--- src/rtl/sram_64x32_arbiter_if.sv ---
// sram_64x32_arbiter_if: bundles the two requester ports, the init status flag and the
// single-port SRAM macro pins.
//   slave  modport : the arbiter (consumes requests, drives responses and macro pins)
//   master modport : the surrounding logic (requesters plus macro)
//   a_req_* / b_req_*  request valid/ready/we/addr/wdata/wmask
//   a_rsp_* / b_rsp_*  response valid pulse and read data
//   sram_*             macro ce/we/addr/wd/wmask pins and the rd return bus
interface sram_64x32_arbiter_if #(
  parameter int unsigned BITS       = 32,
  parameter int unsigned ADDR_WIDTH = 6
) ();
  logic                  init_done;

  logic                  a_req_valid;
  logic                  a_req_ready;
  logic                  a_req_we;
  logic [ADDR_WIDTH-1:0] a_req_addr;
  logic [BITS-1:0]       a_req_wdata;
  logic [BITS-1:0]       a_req_wmask;
  logic                  a_rsp_valid;
  logic [BITS-1:0]       a_rsp_rdata;

  logic                  b_req_valid;
  logic                  b_req_ready;
  logic                  b_req_we;
  logic [ADDR_WIDTH-1:0] b_req_addr;
  logic [BITS-1:0]       b_req_wdata;
  logic [BITS-1:0]       b_req_wmask;
  logic                  b_rsp_valid;
  logic [BITS-1:0]       b_rsp_rdata;

  logic                  sram_ce;
  logic                  sram_we;
  logic [ADDR_WIDTH-1:0] sram_addr;
  logic [BITS-1:0]       sram_wd;
  logic [BITS-1:0]       sram_wmask;
  logic [BITS-1:0]       sram_rd;

  modport slave (
    output init_done,
    input  a_req_valid, a_req_we, a_req_addr, a_req_wdata, a_req_wmask,
    output a_req_ready, a_rsp_valid, a_rsp_rdata,
    input  b_req_valid, b_req_we, b_req_addr, b_req_wdata, b_req_wmask,
    output b_req_ready, b_rsp_valid, b_rsp_rdata,
    output sram_ce, sram_we, sram_addr, sram_wd, sram_wmask,
    input  sram_rd
  );

  modport master (
    input  init_done,
    output a_req_valid, a_req_we, a_req_addr, a_req_wdata, a_req_wmask,
    input  a_req_ready, a_rsp_valid, a_rsp_rdata,
    output b_req_valid, b_req_we, b_req_addr, b_req_wdata, b_req_wmask,
    input  b_req_ready, b_rsp_valid, b_rsp_rdata,
    input  sram_ce, sram_we, sram_addr, sram_wd, sram_wmask,
    output sram_rd
  );
endinterface

--- src/rtl/sram_64x32_arbiter.sv ---
// sram_64x32_arbiter: shares one single-port 64x32 SRAM macro between requesters A and B.
// After reset the array is zero-filled (one word per cycle), then requests are granted
// round-robin, one access per cycle, with a fixed one-cycle response.
//   i_clk    : clock, rising edge
//   i_rst_n  : asynchronous active-low reset
//   io_bus   : request/response ports for A and B, init_done, and the macro pins
module sram_64x32_arbiter #(
  parameter int unsigned BITS       = 32,
  parameter int unsigned WORD_DEPTH = 64,
  parameter int unsigned ADDR_WIDTH = 6,
  parameter bit          INIT_ZERO  = 1'b1
) (
  input  logic                    i_clk,
  input  logic                    i_rst_n,
  sram_64x32_arbiter_if.slave     io_bus
);

  typedef enum logic [0:0] {StInit, StRun} state_e;

  localparam state_e              ResetState = INIT_ZERO ? StInit : StRun;
  localparam logic [ADDR_WIDTH:0] LastWord   = (ADDR_WIDTH + 1)'(WORD_DEPTH - 1);
  localparam logic [ADDR_WIDTH:0] CntOne     = (ADDR_WIDTH + 1)'(1);

  state_e              r_state, w_state_next;
  // One bit wider than the address so the final count never wraps to 0.
  logic [ADDR_WIDTH:0] r_init_cnt, w_init_cnt_next;
  // 0: A has priority on a tie, 1: B has priority.
  logic                r_rr_ptr, w_rr_ptr_next;
  logic                w_gnt_a, w_gnt_b;

  logic                r_a_rd_pend, r_a_wr_pend, r_b_rd_pend, r_b_wr_pend;
  logic [BITS-1:0]     r_a_hold, r_b_hold;

  always_ff @(posedge i_clk or negedge i_rst_n) begin
    if (!i_rst_n) begin
      r_state    <= ResetState;
      r_init_cnt <= '0;
      r_rr_ptr   <= 1'b0;
    end else begin
      r_state    <= w_state_next;
      r_init_cnt <= w_init_cnt_next;
      r_rr_ptr   <= w_rr_ptr_next;
    end
  end

  // Every output is forced low while reset is held, including the INIT macro drive.
  always_comb begin
    w_state_next      = r_state;
    w_init_cnt_next   = r_init_cnt;
    w_rr_ptr_next     = r_rr_ptr;
    w_gnt_a           = 1'b0;
    w_gnt_b           = 1'b0;
    io_bus.init_done  = 1'b0;
    io_bus.sram_ce    = 1'b0;
    io_bus.sram_we    = 1'b0;
    io_bus.sram_addr  = '0;
    io_bus.sram_wd    = '0;
    io_bus.sram_wmask = '0;
    if (i_rst_n) begin
      case (r_state)
        StInit: begin
          io_bus.sram_ce    = 1'b1;
          io_bus.sram_we    = 1'b1;
          io_bus.sram_addr  = r_init_cnt[ADDR_WIDTH-1:0];
          io_bus.sram_wmask = '1;
          w_init_cnt_next   = r_init_cnt + CntOne;
          if (r_init_cnt == LastWord) begin
            w_state_next = StRun;
          end
        end
        StRun: begin
          io_bus.init_done = 1'b1;
          w_gnt_a = io_bus.a_req_valid && (!io_bus.b_req_valid || !r_rr_ptr);
          w_gnt_b = io_bus.b_req_valid && (!io_bus.a_req_valid ||  r_rr_ptr);
          io_bus.sram_ce = w_gnt_a || w_gnt_b;
          // Pins are don't-care without a grant, so A's payload is the idle default.
          if (w_gnt_b) begin
            io_bus.sram_we    = io_bus.b_req_we;
            io_bus.sram_addr  = io_bus.b_req_addr;
            io_bus.sram_wd    = io_bus.b_req_wdata;
            io_bus.sram_wmask = io_bus.b_req_wmask;
          end else begin
            io_bus.sram_we    = io_bus.a_req_we;
            io_bus.sram_addr  = io_bus.a_req_addr;
            io_bus.sram_wd    = io_bus.a_req_wdata;
            io_bus.sram_wmask = io_bus.a_req_wmask;
          end
          if (w_gnt_a) begin
            w_rr_ptr_next = 1'b1;
          end else if (w_gnt_b) begin
            w_rr_ptr_next = 1'b0;
          end
        end
        default: ;
      endcase
    end
  end

  assign io_bus.a_req_ready = w_gnt_a;
  assign io_bus.b_req_ready = w_gnt_b;

  // Remember what kind of access each port was granted; the macro returns read data
  // in the following cycle, which is also the response cycle.
  always_ff @(posedge i_clk or negedge i_rst_n) begin
    if (!i_rst_n) begin
      r_a_rd_pend <= 1'b0;
      r_a_wr_pend <= 1'b0;
      r_b_rd_pend <= 1'b0;
      r_b_wr_pend <= 1'b0;
      r_a_hold    <= '0;
      r_b_hold    <= '0;
    end else begin
      r_a_rd_pend <= w_gnt_a && !io_bus.a_req_we;
      r_a_wr_pend <= w_gnt_a &&  io_bus.a_req_we;
      r_b_rd_pend <= w_gnt_b && !io_bus.b_req_we;
      r_b_wr_pend <= w_gnt_b &&  io_bus.b_req_we;
      if (r_a_rd_pend) begin
        r_a_hold <= io_bus.sram_rd;
      end else if (r_a_wr_pend) begin
        r_a_hold <= '0;
      end
      if (r_b_rd_pend) begin
        r_b_hold <= io_bus.sram_rd;
      end else if (r_b_wr_pend) begin
        r_b_hold <= '0;
      end
    end
  end

  assign io_bus.a_rsp_valid = r_a_rd_pend || r_a_wr_pend;
  assign io_bus.b_rsp_valid = r_b_rd_pend || r_b_wr_pend;
  assign io_bus.a_rsp_rdata = r_a_rd_pend ? io_bus.sram_rd : (r_a_wr_pend ? '0 : r_a_hold);
  assign io_bus.b_rsp_rdata = r_b_rd_pend ? io_bus.sram_rd : (r_b_wr_pend ? '0 : r_b_hold);

endmodule
--- src/flat_wrapper.sv ---
// flat-port wrapper written by rule: the top's interface ports become plain ports
module sram_64x32_arbiter_flat 
#(
  parameter int unsigned BITS       = 32,
  parameter int unsigned WORD_DEPTH = 64,
  parameter int unsigned ADDR_WIDTH = 6,
  parameter bit          INIT_ZERO  = 1'b1
)
  (i_clk, i_rst_n, io_bus_init_done, io_bus_a_req_valid, io_bus_a_req_we, io_bus_a_req_addr, io_bus_a_req_wdata, io_bus_a_req_wmask, io_bus_a_req_ready, io_bus_a_rsp_valid, io_bus_a_rsp_rdata, io_bus_b_req_valid, io_bus_b_req_we, io_bus_b_req_addr, io_bus_b_req_wdata, io_bus_b_req_wmask, io_bus_b_req_ready, io_bus_b_rsp_valid, io_bus_b_rsp_rdata, io_bus_sram_ce, io_bus_sram_we, io_bus_sram_addr, io_bus_sram_wd, io_bus_sram_wmask, io_bus_sram_rd);
  sram_64x32_arbiter_if #(.BITS(BITS), .ADDR_WIDTH(ADDR_WIDTH)) io_bus_i ();
  input  logic i_clk;
  input  logic i_rst_n;
  output wire logic [$bits(io_bus_i.init_done)-1:0] io_bus_init_done;
  input wire logic [$bits(io_bus_i.a_req_valid)-1:0] io_bus_a_req_valid;
  input wire logic [$bits(io_bus_i.a_req_we)-1:0] io_bus_a_req_we;
  input wire logic [$bits(io_bus_i.a_req_addr)-1:0] io_bus_a_req_addr;
  input wire logic [$bits(io_bus_i.a_req_wdata)-1:0] io_bus_a_req_wdata;
  input wire logic [$bits(io_bus_i.a_req_wmask)-1:0] io_bus_a_req_wmask;
  output wire logic [$bits(io_bus_i.a_req_ready)-1:0] io_bus_a_req_ready;
  output wire logic [$bits(io_bus_i.a_rsp_valid)-1:0] io_bus_a_rsp_valid;
  output wire logic [$bits(io_bus_i.a_rsp_rdata)-1:0] io_bus_a_rsp_rdata;
  input wire logic [$bits(io_bus_i.b_req_valid)-1:0] io_bus_b_req_valid;
  input wire logic [$bits(io_bus_i.b_req_we)-1:0] io_bus_b_req_we;
  input wire logic [$bits(io_bus_i.b_req_addr)-1:0] io_bus_b_req_addr;
  input wire logic [$bits(io_bus_i.b_req_wdata)-1:0] io_bus_b_req_wdata;
  input wire logic [$bits(io_bus_i.b_req_wmask)-1:0] io_bus_b_req_wmask;
  output wire logic [$bits(io_bus_i.b_req_ready)-1:0] io_bus_b_req_ready;
  output wire logic [$bits(io_bus_i.b_rsp_valid)-1:0] io_bus_b_rsp_valid;
  output wire logic [$bits(io_bus_i.b_rsp_rdata)-1:0] io_bus_b_rsp_rdata;
  output wire logic [$bits(io_bus_i.sram_ce)-1:0] io_bus_sram_ce;
  output wire logic [$bits(io_bus_i.sram_we)-1:0] io_bus_sram_we;
  output wire logic [$bits(io_bus_i.sram_addr)-1:0] io_bus_sram_addr;
  output wire logic [$bits(io_bus_i.sram_wd)-1:0] io_bus_sram_wd;
  output wire logic [$bits(io_bus_i.sram_wmask)-1:0] io_bus_sram_wmask;
  input wire logic [$bits(io_bus_i.sram_rd)-1:0] io_bus_sram_rd;
  assign io_bus_init_done = io_bus_i.init_done;
  assign io_bus_i.a_req_valid = io_bus_a_req_valid;
  assign io_bus_i.a_req_we = io_bus_a_req_we;
  assign io_bus_i.a_req_addr = io_bus_a_req_addr;
  assign io_bus_i.a_req_wdata = io_bus_a_req_wdata;
  assign io_bus_i.a_req_wmask = io_bus_a_req_wmask;
  assign io_bus_a_req_ready = io_bus_i.a_req_ready;
  assign io_bus_a_rsp_valid = io_bus_i.a_rsp_valid;
  assign io_bus_a_rsp_rdata = io_bus_i.a_rsp_rdata;
  assign io_bus_i.b_req_valid = io_bus_b_req_valid;
  assign io_bus_i.b_req_we = io_bus_b_req_we;
  assign io_bus_i.b_req_addr = io_bus_b_req_addr;
  assign io_bus_i.b_req_wdata = io_bus_b_req_wdata;
  assign io_bus_i.b_req_wmask = io_bus_b_req_wmask;
  assign io_bus_b_req_ready = io_bus_i.b_req_ready;
  assign io_bus_b_rsp_valid = io_bus_i.b_rsp_valid;
  assign io_bus_b_rsp_rdata = io_bus_i.b_rsp_rdata;
  assign io_bus_sram_ce = io_bus_i.sram_ce;
  assign io_bus_sram_we = io_bus_i.sram_we;
  assign io_bus_sram_addr = io_bus_i.sram_addr;
  assign io_bus_sram_wd = io_bus_i.sram_wd;
  assign io_bus_sram_wmask = io_bus_i.sram_wmask;
  assign io_bus_i.sram_rd = io_bus_sram_rd;
  sram_64x32_arbiter #(.BITS(BITS), .WORD_DEPTH(WORD_DEPTH), .ADDR_WIDTH(ADDR_WIDTH), .INIT_ZERO(INIT_ZERO)) u_core (.i_clk(i_clk), .i_rst_n(i_rst_n), .io_bus(io_bus_i));
endmodule
--- config.mk ---
export PLATFORM = sky130hd
export DESIGN_NAME = sram_64x32_arbiter_flat
export DESIGN_NICKNAME = d
export VERILOG_FILES = /design/src/rtl/sram_64x32_arbiter_if.sv /design/src/rtl/sram_64x32_arbiter.sv /design/src/flat_wrapper.sv
export SDC_FILE = /design/constraint.sdc
export NUM_CORES = 1
export LEC_CHECK = 0
export CAP_MARGIN = 20
export CORE_AREA = 2 2 125 127
export DETAILED_ROUTE_END_ITERATION = 8
export DIE_AREA = 0 0 127 129
export GPL_TIMING_DRIVEN = 0
export PLACE_DENSITY = 0.81
export SETUP_SLACK_MARGIN = 0.02
export SYNTH_ARGS = -nofsm -noshare
export SYNTH_HDL_FRONTEND = slang
export SYNTH_SLANG_ARGS = --single-unit
--- constraint.sdc ---
create_clock -name i_clk -period 2 [get_ports i_clk]
set_input_delay 0.3 -clock i_clk [delete_from_list [all_inputs] [get_ports i_clk]]
set_output_delay 0.3 -clock i_clk [all_outputs]
set_load 0.005 [all_outputs]
==> results.md <==
- Min-delay worst type: in2async
- Clk sinks: 77
- Site row count: 45
- Input/output buffers: 317
- Global Route met2 Usage: 0.422
- Most frequent cells in the layout: clkdlybuf4s50_1 (175), buf_2 (80), dfrtp_1 (74), a22o_1 (61), clkbuf_2 (45)
- First DRT Iteration DRCs: 329
- Worst Setup Slack, final: -156 ps
- GR Overflow Total: 0
- Worst endpoint required time: approximately 1700 ps
- Number of flops mapped to enable cells by yosys: 0
- Min cycle time layout: 2160 ps
- Floorplan die width: 127 um
- Post-DR wirelength/cell: 20.5 um
- Sw frac: 0.282
- Post-Syn Area: ~4200 um2
- Cell chain of the critical path: and2b_4 > clkbuf_8 > or4_1 > o311a_1 > buf_2
- Tot GR Track Use: 0.239
- Syn_area_per_cell: 9.76 um2
- Cell variety after synth: 36
- Post-Synth XOR/XNOR Area: 0.0126
- Final Hold Vio Count: 0
- Worst r2r path cells: 7
- Clock Path Buffers: 2
- Synth warnings: 0
- Crit end category: primary output
- Setup Skew: 4.75 ps
- Die Y: between 100 and 150 um
- IO Pins: 319
- Max frequency: 464 MHz
- Power after layout: 5.59 mW
- Post-Syn Nets: slightly above 600
- Clk slew on worst S/H paths: 60 ps
- Met3 Use GR: 0.0640
- Die area: between 15000 and 20000 um2
- Share of post-route cells with drive strength above 1: 0.356
- R2r setup slk: 570 ps
- Grt peak-use layer: met2
- VDD IR max: 0.447 mV
- CP max FO: 6
- Clk_lat worst skew: about 330 ps
- Critical Path Max Stage Delay: 470 ps
- Ys async rst share: 1.00
- Routed vias/inst: 5.28
- Routed WL: 20800 um
- Initial Util: 0.279
- RePlAce Congestion: between 0.8 and 0.9
- Pint: 4.01 mW
- Outcome: finished with violations
- Total core area: 15000 um2
- Post-route setup TNS: -5820 ps
- ANT nets after route: 0
- Final Setup Violations: 66
- RSZ-0062 raised after global routing: true
- Commonest non-fill, non-tap cell in the layout: clkdlybuf4s50_1
- Comb pwr share: 0.377
- Worst Path Arrival: between 1500 and 2000 ps
- Final Max Tran Viols: 0
- Max Cap Viol: 0
- Global-route wire length before repair: 30400 um
- Vias in the first global route: around 5400
- Synth Register Bits: 77
- Post-synthesis adder-cell area fraction: 0.00299
- Dpl hpwl: 14500 um
- Worst slew pin tran: 883 ps
- Most common flop cell mapped by yosys: dfrtp_1
- Failing checks: negative setup slack
- Residual DRC count: 0
- Rel. slew slack: 0.409
- Setup CP Type: reg2out
- P&R area growth vs syn: 104%
- Period Utilization, post-route: 1.08
- CTS root buf: clkbuf_16
- H-tree depth: 3
- Number of buffers created by CTS: 9
- Layout Nets: 1001
- Initial antenna violation count: 4
- Leakage: just over 4 nW
- Met1 Resource Use GR: 0.288
- Synth Area in Compound Gates: 0.316
- Pwr per Cell Area: between 600 and 700 nW/um2
- CTS tree: yes
- Largest net degree at the start of global routing: 37
- Mux share of post-synthesis cell area: 0.00269
- Critical path's slowest cell: or4_1
- Clock power frac: 0.291
- Total number of vias: 5367
- Sw power: between 1.5 and 2 mW
- Largest family of logic cells by synthesized area: compound AO/OA/AOI/OAI gates
- Pre-antenna DRT Iters: 5
- Seq pwr share: 0.332
- Seq/Total Area, Yosys: 0.461
- Simple-gate portion of the synthesized area: 0.142
- Critical path startpoint category: register
- Syn Inst Count: 428
[per-stage QoR]
stage | setup WS (ps) | area (um2) | utilization | hold WS [ps] | cells
final | -156 | 8530 | 0.570 | 85.5 | 1016
after global routing | -200 | 8530 | 0.569 | 86.6 | 1015
after CTS | -181 | 8490 | 0.567 | 78.4 | 1000
after detailed placement | -807 | 7610 | 0.508 | 123 | 934
after global placement | -3420 | 7590 | 0.507 | 454 | 933
after floorplan | 438 | 4180 | - | 4.41 | 428
[timing repair]
action                                 in CTS  in global routing
setup endpoints to repair                 141                122
gates resized for setup                   564                 99
buffers inserted                           34                 18
endpoints found under the hold margin      23                  0
pin swaps                                  55                 42
hold buffers                                2                  0
cloned                                     16                  0
[cells by family (layout without fill, tap and decap cells)]
group                      count (synthesis)  count (layout)
buffers and inverters                     62             460
AOI/OAI and AO/OA                        181             181
muxes                                      1               1
and+or+nand+nor                          100             101
DFF                                       77              77
other                                      0               1
adders and majority gates                  1               1
xor gates and xnor gates                   6               6
[synthesized netlist by cell type, types with 2 or more instances]
cell	number	area share
nor2_1	4	0.0036
o21ai_1	5	0.0060
nand4_1	4	0.0060
inv_1	3	0.0027
xor2_1	2	0.0042
or4_1	33	0.059
a21oi_1	33	0.040
nand2b_1	3	0.0045
nor2b_1	2	0.0030
dfrtp_1	77	0.46
buf_2	12	0.014
o21ai_0	39	0.047
o311a_1	33	0.079
nand2_1	9	0.0081
nand3_1	37	0.044
xnor2_1	4	0.0084
a22o_1	62	0.13
and3_1	3	0.0045
clkbuf_1	40	0.036
a31oi_1	6	0.0090
clkbuf_2	2	0.0024
[per-layer routing]
layer / routed length [um] / vias to the layer above
met5: 26 / -
met4: 371 / 4
met3: 1620 / 30
met2: 10600 / 280
met1: 8210 / 2571
li1: - / 2482
[power groups by stage]
stage	logic (mW)	registers [mW]	clock network [mW]
floorplan	0.656	1.85	0
global placement	1.88	1.86	0
detailed placement	1.91	1.87	0
CTS	2.05	1.85	1.65
global route	2.24	1.87	1.72
finish	2.11	1.85	1.63
[sequential cells by signal, indices dropped and copies added (netlist names)]
| signal | flops |
|---|---|
| u_core.r_init_cnt | 7 |
| u_core.r_b_hold | 32 |
| u_core.r_a_rd_pend | 1 |
| u_core.r_a_wr_pend | 1 |
| u_core.r_state | 1 |
| u_core.r_rr_ptr | 1 |
| u_core.r_a_hold | 32 |
| u_core.r_b_rd_pend | 1 |
| u_core.r_b_wr_pend | 1 |
[worst max-delay path: cells and delay by family (launching register included)]
kind / cells / cell delay [ps]
simple gates: 2 / 720
flops: 1 / 370
buf+inv: 2 / 290
compound gates: 1 / 140
[area by class of cell]
class                      count  area (um2)
fill                        1285        6450
antenna                        1        2.50
clock inverter                 5        60.1
sequential                    77        1930
clock buffer                  11         243
timing repair buffer         384        3340
buffer                        55         507
tap                          188         235
multi-input combinational    290        2190
inverter                       5        23.8
[final timing paths]
kind | start | endpoint
max in group asynchronous | i_rst_n | u_core.r_b_hold[28]$_DFF_PN0_
hold reg to reg | u_core.r_init_cnt[6]$_DFFE_PN0P_ | u_core.r_init_cnt[6]$_DFFE_PN0P_
setup reg to reg | u_core.r_a_rd_pend$_DFF_PN0_ | u_core.r_a_hold[23]$_DFF_PN0_
setup / recovery | u_core.r_rr_ptr$_DFFE_PN0P_ | io_bus_sram_wmask[6]
hold / removal | i_rst_n | u_core.r_b_hold[29]$_DFF_PN0_
min in group i_clk | u_core.r_init_cnt[6]$_DFFE_PN0P_ | u_core.r_init_cnt[6]$_DFFE_PN0P_
Power figures use the tool's default switching activity.
